[config.mk]
export PLATFORM = sky130hd
export DESIGN_NAME = hazard_stall_ctrl
export DESIGN_NICKNAME = d
export VERILOG_FILES = /design/src/rtl/hazard_stall_ctrl.sv
export SDC_FILE = /design/constraint.sdc
export NUM_CORES = 1
export LEC_CHECK = 0
export CAP_MARGIN = 25
export CORE_ASPECT_RATIO = 1.25
export CORE_MARGIN = 2
export CORE_UTILIZATION = 45
export DETAILED_ROUTE_END_ITERATION = 10
export PLACE_DENSITY = 0.82
export RECOVER_POWER = 100
export SLEW_MARGIN = 20
export SYNTH_ARGS = -nofsm -noshare
export SYNTH_HDL_FRONTEND = slang
export SYNTH_SLANG_ARGS = --single-unit
[constraint.sdc]
create_clock -name clk -period 2.8 [get_ports clk]
set_clock_uncertainty 0.15 [all_clocks]
set_input_delay 0.42 -clock clk [delete_from_list [all_inputs] [get_ports clk]]
set_output_delay 0.42 -clock clk [all_outputs]
set_load 0.01 [all_outputs]
[src/rtl/hazard_stall_ctrl.sv]
// hazard_stall_ctrl
//   Pipeline control for the 5-stage ARM core. It sits beside the operand
//   forwarding unit and decides each cycle whether to freeze the front end,
//   inject a bubble into ID/EXE, flush IF/ID on a taken branch, or freeze the
//   whole pipe while the SRAM controller is busy. A memory wait that lasts too
//   long is latched as a sticky timeout. Saturating counters record stall and
//   memory-wait cycles.
//
// Ports
//   clk, rst                     core clock, synchronous active-high reset
//   forward_en, ignore_hazard    forwarding unit state / MEM-WB bypass covers ID
//   ID_src1/2, ID_use_src1/2     ID-stage source registers and their use bits
//   EXE_dst, EXE_wb_en,
//   EXE_mem_read                 EXE-stage destination tag, write-back, load
//   MEM_dst, MEM_wb_en           MEM-stage destination tag, write-back
//   MEM_mem_req, mem_ready       MEM stage memory access / SRAM done
//   branch_taken                 taken branch resolved in EXE
//   freeze_front, bubble_id_exe,
//   flush_if_id, freeze_all      combinational pipeline controls
//   mem_timeout                  sticky memory timeout flag
//   stall_cycles, wait_cycles    saturating performance counters
module hazard_stall_ctrl #(
    parameter int unsigned WAIT_TIMEOUT = 64,
    parameter int unsigned CNT_W        = 16
) (
    input  logic             clk,
    input  logic             rst,
    input  logic             forward_en,
    input  logic             ignore_hazard,
    input  logic [3:0]       ID_src1,
    input  logic [3:0]       ID_src2,
    input  logic             ID_use_src1,
    input  logic             ID_use_src2,
    input  logic [3:0]       EXE_dst,
    input  logic             EXE_wb_en,
    input  logic             EXE_mem_read,
    input  logic [3:0]       MEM_dst,
    input  logic             MEM_wb_en,
    input  logic             MEM_mem_req,
    input  logic             mem_ready,
    input  logic             branch_taken,
    output logic             freeze_front,
    output logic             bubble_id_exe,
    output logic             flush_if_id,
    output logic             freeze_all,
    output logic             mem_timeout,
    output logic [CNT_W-1:0] stall_cycles,
    output logic [CNT_W-1:0] wait_cycles
);

    localparam int unsigned WCNT_W = $clog2(WAIT_TIMEOUT + 1);
    localparam logic [WCNT_W:0] WAIT_LIMIT = (WCNT_W + 1)'(WAIT_TIMEOUT);

    typedef enum logic [1:0] {
        RUN      = 2'd0,
        MEM_WAIT = 2'd1,
        TIMEOUT  = 2'd2
    } state_t;

    state_t            state;
    logic [WCNT_W-1:0] wait_cnt;
    logic [WCNT_W:0]   wait_cnt_inc;

    logic raw_exe;
    logic raw_mem;
    logic haz;
    logic mem_block;
    logic run_eval;
    logic stall_inc;
    logic wait_inc;

    always_comb begin
        raw_exe = EXE_wb_en & ((ID_use_src1 & (EXE_dst == ID_src1)) |
                               (ID_use_src2 & (EXE_dst == ID_src2)));
        raw_mem = MEM_wb_en & ((ID_use_src1 & (MEM_dst == ID_src1)) |
                               (ID_use_src2 & (MEM_dst == ID_src2)));
        if (forward_en)
            // Load-use always stalls; other RAW stalls only when no bypass covers it.
            haz = (raw_exe & EXE_mem_read) |
                  ((raw_exe | raw_mem) & ~ignore_hazard & ~EXE_mem_read);
        else
            haz = raw_exe | raw_mem;
        mem_block    = MEM_mem_req & ~mem_ready;
        wait_cnt_inc = {1'b0, wait_cnt} + (WCNT_W + 1)'(1);
    end

    // Controls are Mealy: the release cycle of MEM_WAIT re-runs the normal
    // RUN priority on that same cycle's inputs.
    always_comb begin
        freeze_front  = 1'b0;
        bubble_id_exe = 1'b0;
        flush_if_id   = 1'b0;
        freeze_all    = 1'b0;
        stall_inc     = 1'b0;
        wait_inc      = 1'b0;
        run_eval      = 1'b0;
        case (state)
            RUN: run_eval = 1'b1;
            MEM_WAIT: begin
                if (mem_ready) begin
                    run_eval = 1'b1;
                end else begin
                    freeze_all = 1'b1;
                    wait_inc   = 1'b1;
                end
            end
            TIMEOUT: freeze_all = 1'b1;
            default: freeze_all = 1'b1;
        endcase
        if (run_eval) begin
            if (mem_block) begin
                freeze_all = 1'b1;
                wait_inc   = 1'b1;
            end else if (branch_taken) begin
                flush_if_id   = 1'b1;
                bubble_id_exe = 1'b1;
            end else if (haz) begin
                freeze_front  = 1'b1;
                bubble_id_exe = 1'b1;
                stall_inc     = 1'b1;
            end
        end
        if (rst) begin
            freeze_front  = 1'b0;
            bubble_id_exe = 1'b0;
            flush_if_id   = 1'b0;
            freeze_all    = 1'b0;
            stall_inc     = 1'b0;
            wait_inc      = 1'b0;
        end
    end

    assign mem_timeout = (state == TIMEOUT);

    always_ff @(posedge clk) begin
        if (rst) begin
            state        <= RUN;
            wait_cnt     <= '0;
            stall_cycles <= '0;
            wait_cycles  <= '0;
        end else begin
            case (state)
                RUN: begin
                    if (mem_block) begin
                        state    <= MEM_WAIT;
                        wait_cnt <= WCNT_W'(1);
                    end
                end
                MEM_WAIT: begin
                    if (mem_ready) begin
                        state    <= RUN;
                        wait_cnt <= '0;
                    end else begin
                        wait_cnt <= wait_cnt_inc[WCNT_W-1:0];
                        if (wait_cnt_inc >= WAIT_LIMIT)
                            state <= TIMEOUT;
                    end
                end
                TIMEOUT: state <= TIMEOUT;
                default: state <= RUN;
            endcase
            if (stall_inc && (stall_cycles != '1))
                stall_cycles <= stall_cycles + CNT_W'(1);
            if (wait_inc && (wait_cycles != '1))
                wait_cycles <= wait_cycles + CNT_W'(1);
        end
    end

endmodule
After elaboration in Yosys (flattened, before gate mapping)
Cells that the tools add are included.

cells by class
  $add $sub $neg = 3
  magnitude comparators = 1
  equality and inequality tests = 10
  multiplexer cells = 32
  bitwise gates (word level) = 17
  reductions and logical operators = 6

operator list
  cell                                                 count
  adder 16 x 1 -> 16 bit, second input constant        2
  inequality test 16 bit, second input constant        2
  two-way mux 1 bit                                    23
  equality test 4 bit                                  4
  two-way mux 7 bit                                    2
  case mux 7 bit (2 select lines)                      1
  bitwise AND 1 bit                                    10
  adder 7 x 1 -> 8 bit, second input constant          1
  >= comparator 8 x 7 -> 1 bit, second input constant  1
  two-way mux 2 bit                                    3
  case mux 2 bit (3 select lines)                      1
  OR 1 bit                                             4
  case mux 1 bit (2 select lines)                      2
  AND reduction 2 bit                                  2
  inequality test 3 bit, second input constant         1
  NOT 1 bit                                            3
  equality test 2 x 1 -> 1 bit, second input constant  1
  equality test 2 bit, second input constant           1
  logical AND 1 bit                                    2
  zero test 2 bit                                      1
  inequality test 2 bit, second input constant         1
  nonzero test 2 bit                                   1

word-level totals
  register bits after elaboration = 41
  input port bits = 28
  output and inout bits = 37
  word-level logic and storage cells = 73

Depth between registers and ports, before layout
  depth after elaboration = 15
  depth in mapped cells = 9
  mapped depth without buffers = 8

Worst setup path after synthesis
No wires, ideal clock.

  kind = input-to-output
  start = input EXE_dst[2]
  end = output freeze_front
  data arrival time = 1.636 ns
  required time = 2.230 ns
  slack = 0.594 ns
  stages = 8
  buffers on the path = 2
  path through = xor2_1 -> nor3_1 -> and4_1 -> a31oi_1 -> a21o_1 -> buf_6 -> clkbuf_1 -> nor2_1

between the ends
  longest elaborated chain between the ends = 14
  elaborated cells on any way between the ends = 17
  classes of those cells = eq/ne (2); mux (6); bitwise (9)

RTL lines
  element                                        line    RTL
  from (decl)                                    34      input logic [3:0] EXE_dst,
  equality test 4 bit, on equally long branches  73, 74
  bitwise AND 1 bit, on equally long branches    73, 74
  OR 1 bit *                                     73      raw_exe = EXE_wb_en & ((ID_use_src1 & (EXE_dst == ID_src1)) |
  bitwise AND 1 bit *                            73
  OR 1 bit                                       80, 82
  bitwise AND 1 bit (2 in series)                80      ((raw_exe | raw_mem) & ~ignore_hazard & ~EXE_mem_read);
  OR 1 bit                                       79      haz = (raw_exe & EXE_mem_read) |
  two-way mux 1 bit *                            77      if (forward_en)
  two-way mux 1 bit *                            117     end else if (haz) begin
  two-way mux 1 bit *                            114     end else if (branch_taken) begin
  two-way mux 1 bit *                            111     if (mem_block) begin
  two-way mux 1 bit *                            110     if (run_eval) begin
  two-way mux 1 bit *                            123     if (rst) begin
  to (decl)                                      42      output logic freeze_front,

Mark *: on every way between the ends. The rest lies on a longest branch, timed or not.

Worst setup path after layout
  start = input mem_ready
  end = output freeze_all

between the ends
  longest elaborated chain between the ends = 5
  elaborated cells on any way between the ends = 9
  classes of those cells = mux (7); bitwise (2)

RTL lines
  element                                                                      line     RTL
  from (decl)                                                                  40       input logic mem_ready,
  two-way mux 1 bit / NOT 1 bit (equally long branches)                        100, 83
  case mux 1 bit (2 select lines) / bitwise AND 1 bit (equally long branches)  97, 83
  two-way mux 1 bit                                                            111
  two-way mux 1 bit *                                                          110
  two-way mux 1 bit *                                                          123
  to (decl)                                                                    45       output logic freeze_all,

Marks and branches as above.

==> key figures <==
Timing
  – Worst Tran Pin Value: between 0.8 and 0.9 ns
  – Slew headroom: 45.6%
  – Final WS setup: 0.133 ns
  – RSZ-0062 raised after global routing: false
  – Final min period: ~2.7 ns
  – Count of final hold-check violations: 0
  – Fin. max-slew vios: 0
  – Period utilization: around 95%
  – Endpoints failing setup: 0
  – Fmax: ~0.37 GHz

Yosys
  – Simple-Gate Fraction of Synth Area: 27.2%
  – Library cells used by synthesis: 40
  – Compound-Gate Fraction of Synth Area: about 17%
  – Post-synthesis cell area: 2250 um2
  – Syn Nets: around 320
  – Post-Synth XOR/XNOR Area: between 10 and 15%
  – Ys Warns: 0
  – Cell count after synthesis: between 200 and 300
  – Largest family of logic cells by synthesized area: simple AND/OR/NAND/NOR gates
  – Syn Area/Cell: about 7.9 um2
  – Mux cell area share after synthesis: 1.89%
  – Adder-Cell Fraction of Synth Area: under 10%
  – Post-synth EDFFs: 0
  – Post-synthesis sequential area ratio: between 30 and 40%
  – Synth Flop Type: dfxtp_1
  – Asr flop ratio synth: 0%
  – #FFs+latches synth: about 40

Global route
  – Largest net degree at the start of global routing: 20
  – Vias in the first global route: approximately 2200
  – Tot GR Track Use: about a fifth
  – First-pass GRT wire length: between 9000 and 10000 um
  – Initial antenna violation count: 0
  – Grt ovf: 0

Power and ir drop
  – Static Leak: 1.23 nW
  – Worst VDD drop: approximately 0.21 mV
  – PD cells: 365 nW/um2
  – Tot Pwr: around 0.0011 W

Worst hold path
  – Hold depth: 2
  – Hold EP: stall_cycles[11]
  – Min-delay worst type: flip-flop to flip-flop
  – Min-Delay Startpoint: stall_cycles[11]

Critical path
  – Critical-path top delay cell: dlygate4sd3_1
  – Cell family with most CP delay: buffers and inverters
  – Crit-path cells: dlygate4sd3_1 -> o21bai_1 -> clkbuf_1 -> a21oi_1 -> dlygate4sd3_1
  – Setup crit start kind: input pin
  – CP max stage delay: around 0.62 ns
  – Crit-path max FO: 4
  – CP required: 2.23 ns
  – Most used cell, CP: dlygate4sd3_1
  – Kind of critical path: input pin to output port
  – R2R depth: 6
  – Buf/Inv on CP: 3
  – RR Endpoint: stall_cycles[5]
  – Data arrival, critical path: between 2 and 2.5 ns
  – Beginning of the worst register-to-register path: stall_cycles[8]
  – Crit. End Element: output port
  – R2R Setup Slk: 0.50 ns

Placement
  – Hpwl dp: around 4300 um
  – Routability cong.: slightly below 0.9
  – DP Worst Slack: -0.111 ns
  – PortBufs: 64
  – DP Area: about 3000 um2

Cells and area
  – Most common cell after layout, fill and taps aside: dfxtp_1
  – Commonest cells after routing, fill and taps aside: 41 x dfxtp_1, 36 x nor2_1, 35 x dlygate4sd3_1, 27 x clkdlybuf4s50_1, 25 x nand2_1
  – Antenna cells: 0
  – Cell area after layout: approximately 3100 um2
  – Layout area overhead: 36.9%
  – Share of cells above drive strength 1: under 10%
  – Nets: 388

Outcome
  – Status: complete, no violations

Clock tree
  – Root Driver: clkbuf_8
  – Clk slew on worst S/H paths: ~0.070 ns
  – CTS Sinks: slightly above 40
  – H-tree depth: 2
  – CTS tree: yes
  – CTS buffer count: 5
  – Post-CTS Setup Inserts: 0
  – CTS Buffer Depth: 2
  – Hold buffers post-CTS: 0
  – Worst-Skew Late Latency: approximately 0.28 ns

Routing
  – Initial DRC count: between 100 and 150
  – Via count: approximately 2300
  – Post-Route WL: between 5000 and 6000 um
  – DRC errors left: 0
  – Wire per inst: 13.0 um
  – Routed vias/inst: approximately 5.5
  – Drt pass-1 iters: 6
  – Routed Antenna Nets: 0

Die
  – Die area: roughly 5600 um2
  – Die Ht: between 80 and 90 um
  – Starting Density: between 40% and 50%
  – Die width: 67.3 um
  – CORE AREA: roughly 4800 um2
  – # rows: 28
  – Top Ports: 65

Job
  – Max-Cap Viols: 0
-- cells in the mapped netlist, types with 2 or more instances --
master	count	share of area (%)
nand2_1	25	4.2
and4_1	2	0.78
nand4_1	9	2.5
buf_2	2	0.44
nor4_1	4	1.1
o21bai_1	3	1.0
xor2_1	19	7.4
a21oi_1	21	4.7
mux2_2	2	1.0
clkbuf_1	5	0.83
and3_1	5	1.4
and2_1	2	0.56
o21ai_0	10	2.2
nand3_1	15	3.3
or4_1	8	2.7
ha_1	3	1.7
dfxtp_1	41	36
nor2_1	36	6.0
or3_1	9	2.5
nor2b_1	2	0.56
o211ai_1	3	1.0
a31oi_1	2	0.56
inv_1	16	2.7
buf_6	2	1.0
nor3_1	6	1.3
xnor2_1	9	3.5
o31ai_1	10	3.3
mux2i_1	2	0.89
-- worst reg2reg max path, delay by kind of cell (launching register included) --
family | cells | cell delay, ns
compound gates | 1 | 0.67
flops | 1 | 0.40
mux | 1 | 0.30
simple gates | 4 | 0.68
-- flip-flops by register name, summed over array words and instances (netlist names) --
register / flops
state: 2
stall_cycles: 16
wait_cycles: 16
wait_cnt: 7
-- cell families after synthesis --
family	Yosys count
flip-flops	41
multiplexers	4
buffers and inverters	26
XOR/XNOR	28
AND/OR/NAND/NOR	124
AO/OA/AOI/OAI	59
adder cells (fa/ha/maj)	3
-- through the flow --
step	TNS, ns	hold slack, ns	cells	util [%]
floorplan	0	0.322	285	-
global placement	-0.0969	0.332	410	62.8
detailed placement	-0.210	0.336	410	62.8
CTS	0	0.355	417	64.9
global route	0	0.402	417	64.7
finish	0	0.349	417	64.7
-- power by group --
| group | switching, W | internal, W | total, W | leakage (nW) |
|---|---|---|---|---|
| combinational | 0.0000704 | 0.0000749 | 0.000145 | 0.855 |
| sequential | 0.00000826 | 0.000588 | 0.000596 | 0.331 |
| clock | 0.000186 | 0.000196 | 0.000382 | 0.0443 |
-- how the worst max path moves through the flow --
stage	from	to	slack, ns	cells past startpoint
6_report	mem_ready	freeze_all	0.13	5
5_1_grt	EXE_dst[3]	stall_cycles[13]	0.02	9
4_1_cts	mem_ready	flush_if_id	0.11	6
3_5_place_dp	EXE_mem_read	freeze_front	-0.11	8
3_3_place_gp	EXE_mem_read	freeze_front	-0.07	8
2_1_floorplan	EXE_dst[2]	freeze_front	0.59	8
-- cell type report --
cell class                 instances  area [um2]
timing repair buffer              75         707
fill                             453        1680
tap                               60        75.1
clock buffer                       7        86.3
sequential                        41         821
multi-input combinational        218        1330
inverter                          16        60.1
-- metal layers --
metal  vias up  share of wire, %  track usage [%]
li1       1163                 -                -
met1      1048                39             22.1
met2        69                54             38.1
met3         8               5.1             4.34
met4         0               1.8             7.42
met5         -                 0                0
-- what timing repair did --
item                                    in CTS  in global routing
endpoints found under the setup margin       2                  1
resized for setup                            4                  1
endpoints found under the hold margin        0                  0
Power figures use the tool's default switching activity.
==> edit 1: new RTL, same settings <==
Reset style: asynchronous (`rst`), changed in one clocked block. Comments in the files are not updated.
--- a/src/rtl/hazard_stall_ctrl.sv
+++ b/src/rtl/hazard_stall_ctrl.sv
@@ -133,5 +133,5 @@
     assign mem_timeout = (state == TIMEOUT);
 
-    always_ff @(posedge clk) begin
+    always_ff @(posedge clk or posedge rst) begin
         if (rst) begin
             state        <= RUN;
Behaviour: differs if rst is asserted again (counterexample within 4 cycles, from zero or initial values and one cycle with rst high); with rst held inactive, the same outputs for 10 cycles.
==> edit 1 against the original RTL <==
  * Count of clock-buffer cells in the layout is the same
  * Die area up 1.3%
  * Combinational power shrank 32%
  * Power decreased by 0.99%
  * Non-clock buffer count down 3
  * Routed wire length decreased by 11%
  * Cell area increased by 0.57%
  * Synthesized area up 1.4%
  * First-iteration DRC count shrank 5.3%
  * Sequential cell count is the same
  * Worst setup slack better by 0.020 ns
==> edit 1: results (changes against the original RTL) <==
[status]
status=finished, final reports clean

[worst_hold_path]
min_from=stall_cycles[9]
hold_path.class=register to register
worstHoldEndpoint=stall_cycles[9]
hold_depth=1  ; -1

[clocking]
clk_pin_slew_ns=0.07  ; about the same
ctsRootBufferMaster=clkbuf_8
post_cts_resize_count=2  ; -2
clk_latency_ns=0.30  ; +0.02 ns

[synth]
synthTopCellsByArea=dfrtp_1 (45%), xnor2_1 (8.8%), xor2_1 (8.8%)
synth_common_cells=dfrtp_1 (41), nand2_1 (25), xnor2_1 (23), xor2_1 (23), nor2_1 (22)
synth_nets=270  ; -15%
ys_async_sr_fraction_pct=100  ; +100 points
yosys_most_used_dff=dfrtp_1
synth_cells=239  ; -16%

[placed_design]
placed_cell_area_sq_um=3040  ; +1.5%
portBuffers=64  ; unchanged
dp_cells=370  ; -9.8%
pre_cts_slack_ns=-0.110  ; +0.00111 ns
gp_congestion=0.762  ; -12%
hpwl_mm=3.81  ; -12%

[detailed_routing]
drtIter0Drc=108  ; -5.3%
met2WireLength_mm=2.49  ; -15%
wl_met1_mm=1.97  ; -6.7%
drtPass1Iterations=4  ; -2
dr_wl_met3_microns=297  ; +6.8%
vias=1926  ; -16%
via_per_inst=5.10  ; -7.1%
wl_per_cell_microns=12.8  ; -1.4%

[finish]
fin_util_pct=62.3  ; -2.3 points
drive_gt1_share_pct=6.65  ; +1.3 points
antennaDiodeCount=0  ; unchanged
layout.nets=346  ; -11%
fill_cells=423  ; -6.6%

[pwr]
p_seq_share_pct=53.3  ; +0.2 points
p_sw_share_pct=21.9  ; -1.7 points
powerClk_w=0.000421  ; +10%
peakVddDrop_v=0.000177  ; -16%
p_per_area_nw_per_um2=359  ; -1.5%
leakage_nw=1.43  ; +16%

[sta]
timing.hold.ws_ns=0.340  ; -0.00917 ns
relSlewSlack_pct=33.5  ; -12 points
final.min_clock_period_ns=2.65  ; -0.0205 ns

[critical_path]
r2r_end=wait_cycles[15]
arrival_ns=2.08  ; -0.02 ns
worstPathMaxFanout=2  ; -2
crit_path_start=EXE_dst[0]
r2r_setup_slack_ns=0.51
critical_path.endpoint=freeze_front
r2r-start=wait_cycles[7]

[global_route]
grt_pass1_wl_mm=8.29  ; -11%
grtUsageMet1_pct=23.7  ; +1.6 points
antenna_found_initial=0  ; unchanged
grt_max_degree=42  ; +110%
use_met3_pct=4.32  ; -0.018 points
gr-usage-met2_pct=31.1  ; -7.0 points
grt_usage_pct=18.9  ; -1.8 points

## edit 1: cell types whose count changed after synthesis, sizes merged, moves of 5 or more
cell   before  now
dfrtp       0   41
inv        16    8
nand3      15   20
nor3        6   13
or3         9    2
a21oi      21    3
dfxtp      41    0
nor2       36   22
or4         8    0
o31ai      10    1
xnor2       9   23
## edit 1: critical path, cell delays in order
cell and delay, ns:
clkdlybuf4s50_1 0.45, xor2_1 0.19, nor3_1 0.18, a32oi_1 0.14
o211ai_2 0.22, nand2_1 0.11, nor2_1 0.10, dlygate4sd2_1 0.27
## edit 1: area by class of cell
type	count	area share, %
multi-input combinational	187	37.9
timing repair buffer	72	22.2
clock buffer	7	3.11
tap	62	2.50
clock inverter	1	0.162
inverter	8	0.969
sequential	41	33.1
## edit 1: kinds of logic after synthesis
logic type | Yosys count | share of synthesized area (%)
mux | 4 | 1.86
simple gates | 110 | 24.5
compound gates | 24 | 7.18
buf+inv | 11 | 2.19
flops | 41 | 45.0
fa+ha+maj | 3 | 1.64
xor+xnor | 46 | 17.7
==> edit 2: new RTL, same flow settings <==
Without the edit above. Set the parameter `CNT_W` to 18 (it was 16).
--- a/src/rtl/hazard_stall_ctrl.sv
+++ b/src/rtl/hazard_stall_ctrl.sv
@@ -22,5 +22,5 @@
 module hazard_stall_ctrl #(
     parameter int unsigned WAIT_TIMEOUT = 64,
-    parameter int unsigned CNT_W        = 16
+    parameter int unsigned CNT_W        = 18
 ) (
     input  logic             clk,
Ports: changed (resized stall_cycles and wait_cycles); port bits go from 65 to 69. The function was not compared with the original's and may differ.
==> edit 2 against the original RTL <==
  * Register-to-register slack lost 0.11 ns
  * Worst setup slack got worse by 0.0012 ns
  * Critical endpoint is now freeze_front
  * Via count is 5.8% higher
  * Power up 15%
  * Non-clock buffer count increased by 3
  * Routed wire length rose by 6.9%
  * Cell area rose by 7.5%
  * Largest cell class unchanged
  * Synthesized area is 8.7% higher
  * Worst hold slack improved by 0.015 ns
  * Sequential power up 9.4%
  * Sequential cell count grew 4
  * Critical path depth increased by 2
==> edit 2: results (changes against the original RTL) <==
[global_route]
grt_pass1_wl_mm=9.66  ; +4.3%
grt_pass1_vias=2176  ; -2.5%
gr-usage-met2_pct=33.9  ; -4.1 points
use_met3_pct=4.30  ; -0.034 points
grt_usage_pct=19.5  ; -1.2 points
grtUsageMet1_pct=23.8  ; +1.7 points
grt_max_degree=46  ; +130%
antenna_found_initial=0  ; unchanged

[clocking]
cts_buffers=5  ; unchanged
cts_buffer_depth=2  ; unchanged
cts_htree_levels=2  ; unchanged
ctsRootBufferMaster=clkbuf_8
clk_latency_ns=0.30  ; +0.02 ns
clk_pin_slew_ns=0.09  ; +0.02 ns

[synth]
synth_common_cells=dfxtp_1 (45), nor2_1 (38), xor2_1 (24)
yosys_most_used_dff=dfxtp_1
synth_warnings=0  ; unchanged
synth_nets=323  ; +2.2%
yosys-mux-area-fraction_pct=1.79  ; -0.10 points
synth_xor_area_share_pct=13.6  ; +2.7 points
ys_seq_area_share_pct=36.8  ; +0.35 points
ys_async_sr_fraction_pct=0  ; unchanged
synth-adder-area-share_pct=1.53  ; -0.13 points
netlist-cell-type-count=47  ; +18%
synth_top_family_by_area=simple AND/OR/NAND/NOR gates
synthTopCellsByArea=dfxtp_1 (37%), xor2_1 (8.6%), nor2_1 (5.8%)
synth-compound-area-share_pct=12.9  ; -3.8 points

[sta]
hold_viol_final=0  ; unchanged
relSlewSlack_pct=35.0  ; -11 points
setup_violations=0  ; unchanged
drv_slew=0  ; unchanged

[critical_path]
cpLargestDelayFamily=buffers and inverters
arrival_ns=2.10  ; about the same
worst_path_largest_cell_delay_ns=0.45  ; -0.17 ns
cp_slowest_cell=clkdlybuf4s50_1
worstPathMaxFanout=5  ; +1

[pwr]
peakVddDrop_v=0.000380  ; +80%
leakage_nw=1.29  ; +4.8%

[detailed_routing]
wl_per_cell_microns=13.4  ; +3.0%
via_per_inst=5.59  ; +1.9%
drtPass1Iterations=4  ; -2
drtIter0Drc=86  ; -25%

[placed_design]
portBuffers=68  ; +6.3%
gp_congestion=0.818  ; -5.4%
hpwl_mm=4.30  ; -0.55%
placed_cell_area_sq_um=3220  ; +7.6%

[finish]
layout.nets=399  ; +2.8%
antennaDiodeCount=0  ; unchanged
reg_top3=stall_cycles: 18 flops, wait_cycles: 18 flops, wait_cnt: 7 flops
drive_gt1_share_pct=6.23  ; +0.91 points

[status]
status=finished, final reports clean

[worst_hold_path]
hold_path.class=register to register

==> edit 2: path summary, 6_finish.rpt <==
| kind | slack (ns) | depth (start not counted) | start | to |
|---|---|---|---|---|
| hold reg to reg | 0.36 | 2 | stall_cycles[10] | stall_cycles[10] |
| setup / recovery | 0.13 | 7 | EXE_dst[1] | freeze_front |
| setup reg to reg | 0.39 | 6 | wait_cycles[3] | wait_cycles[17] |
| hold / removal | 0.36 | 2 | stall_cycles[10] | stall_cycles[10] |
==> edit 2: area by class of cell <==
cell class	instances	area, sq um
clock inverter	3	46.3
clock buffer	5	68.8
fill	475	2020
timing repair buffer	78	739
sequential	45	901
multi-input combinational	231	1450
inverter	7	26.3
tap	64	80.1
==> edit 2: per-stage QoR <==
stage,worst slack (ns),instances,total power (W)
2_1_floorplan,0.621,292,0.000740
3_3_place_gp,-0.175,424,0.000814
3_5_place_dp,-0.218,424,0.000817
4_1_cts,0.0837,433,0.00131
5_1_grt,0.00996,433,0.00135
6_report,0.132,433,0.00130
==> edit 2: per-layer routing <==
metal / vias to the layer above / part of all wire (%)
met5: - / 0
met4: 0 / 1.2
met3: 5 / 5.7
met2: 63 / 51
met1: 1149 / 42
li1: 1203 / -
==> edit 2: logic make-up (layout without fill, tap and decap cells) <==
| family | count (synthesis) | count (layout) |
|---|---|---|
| and+or+nand+nor | 137 | 137 |
| AOI/OAI and AO/OA | 49 | 49 |
| DFF | 45 | 45 |
| xor gates and xnor gates | 38 | 38 |
| buffers and inverters | 16 | 93 |
| muxes | 4 | 4 |
| adders and majority gates | 3 | 3 |
==> edit 2: what timing repair did <==
action,CTS,global route
pin swaps,1,1
gates resized for setup,3,1
setup endpoints to repair,2,2
hold buffers,0,0
setup buffers,1,0
==> edit 2: worst register-to-register path: stages, from the launching register on <==
cell,delay (ns)
dfxtp_1,0.45
nand2_1,0.09
or2_2,0.33
nor4b_1,0.83
nand4_1,0.22
xor2_1,0.17
nor2_1,0.05
==> edit 2: where the power goes <==
group	leakage [nW]	internal [W]	switching (W)
combinational	0.872	0.0000736	0.0000725
sequential	0.363	0.000644	0.00000704
clock	0.0543	0.000267	0.000230
total	1.29	0.000985	0.000310
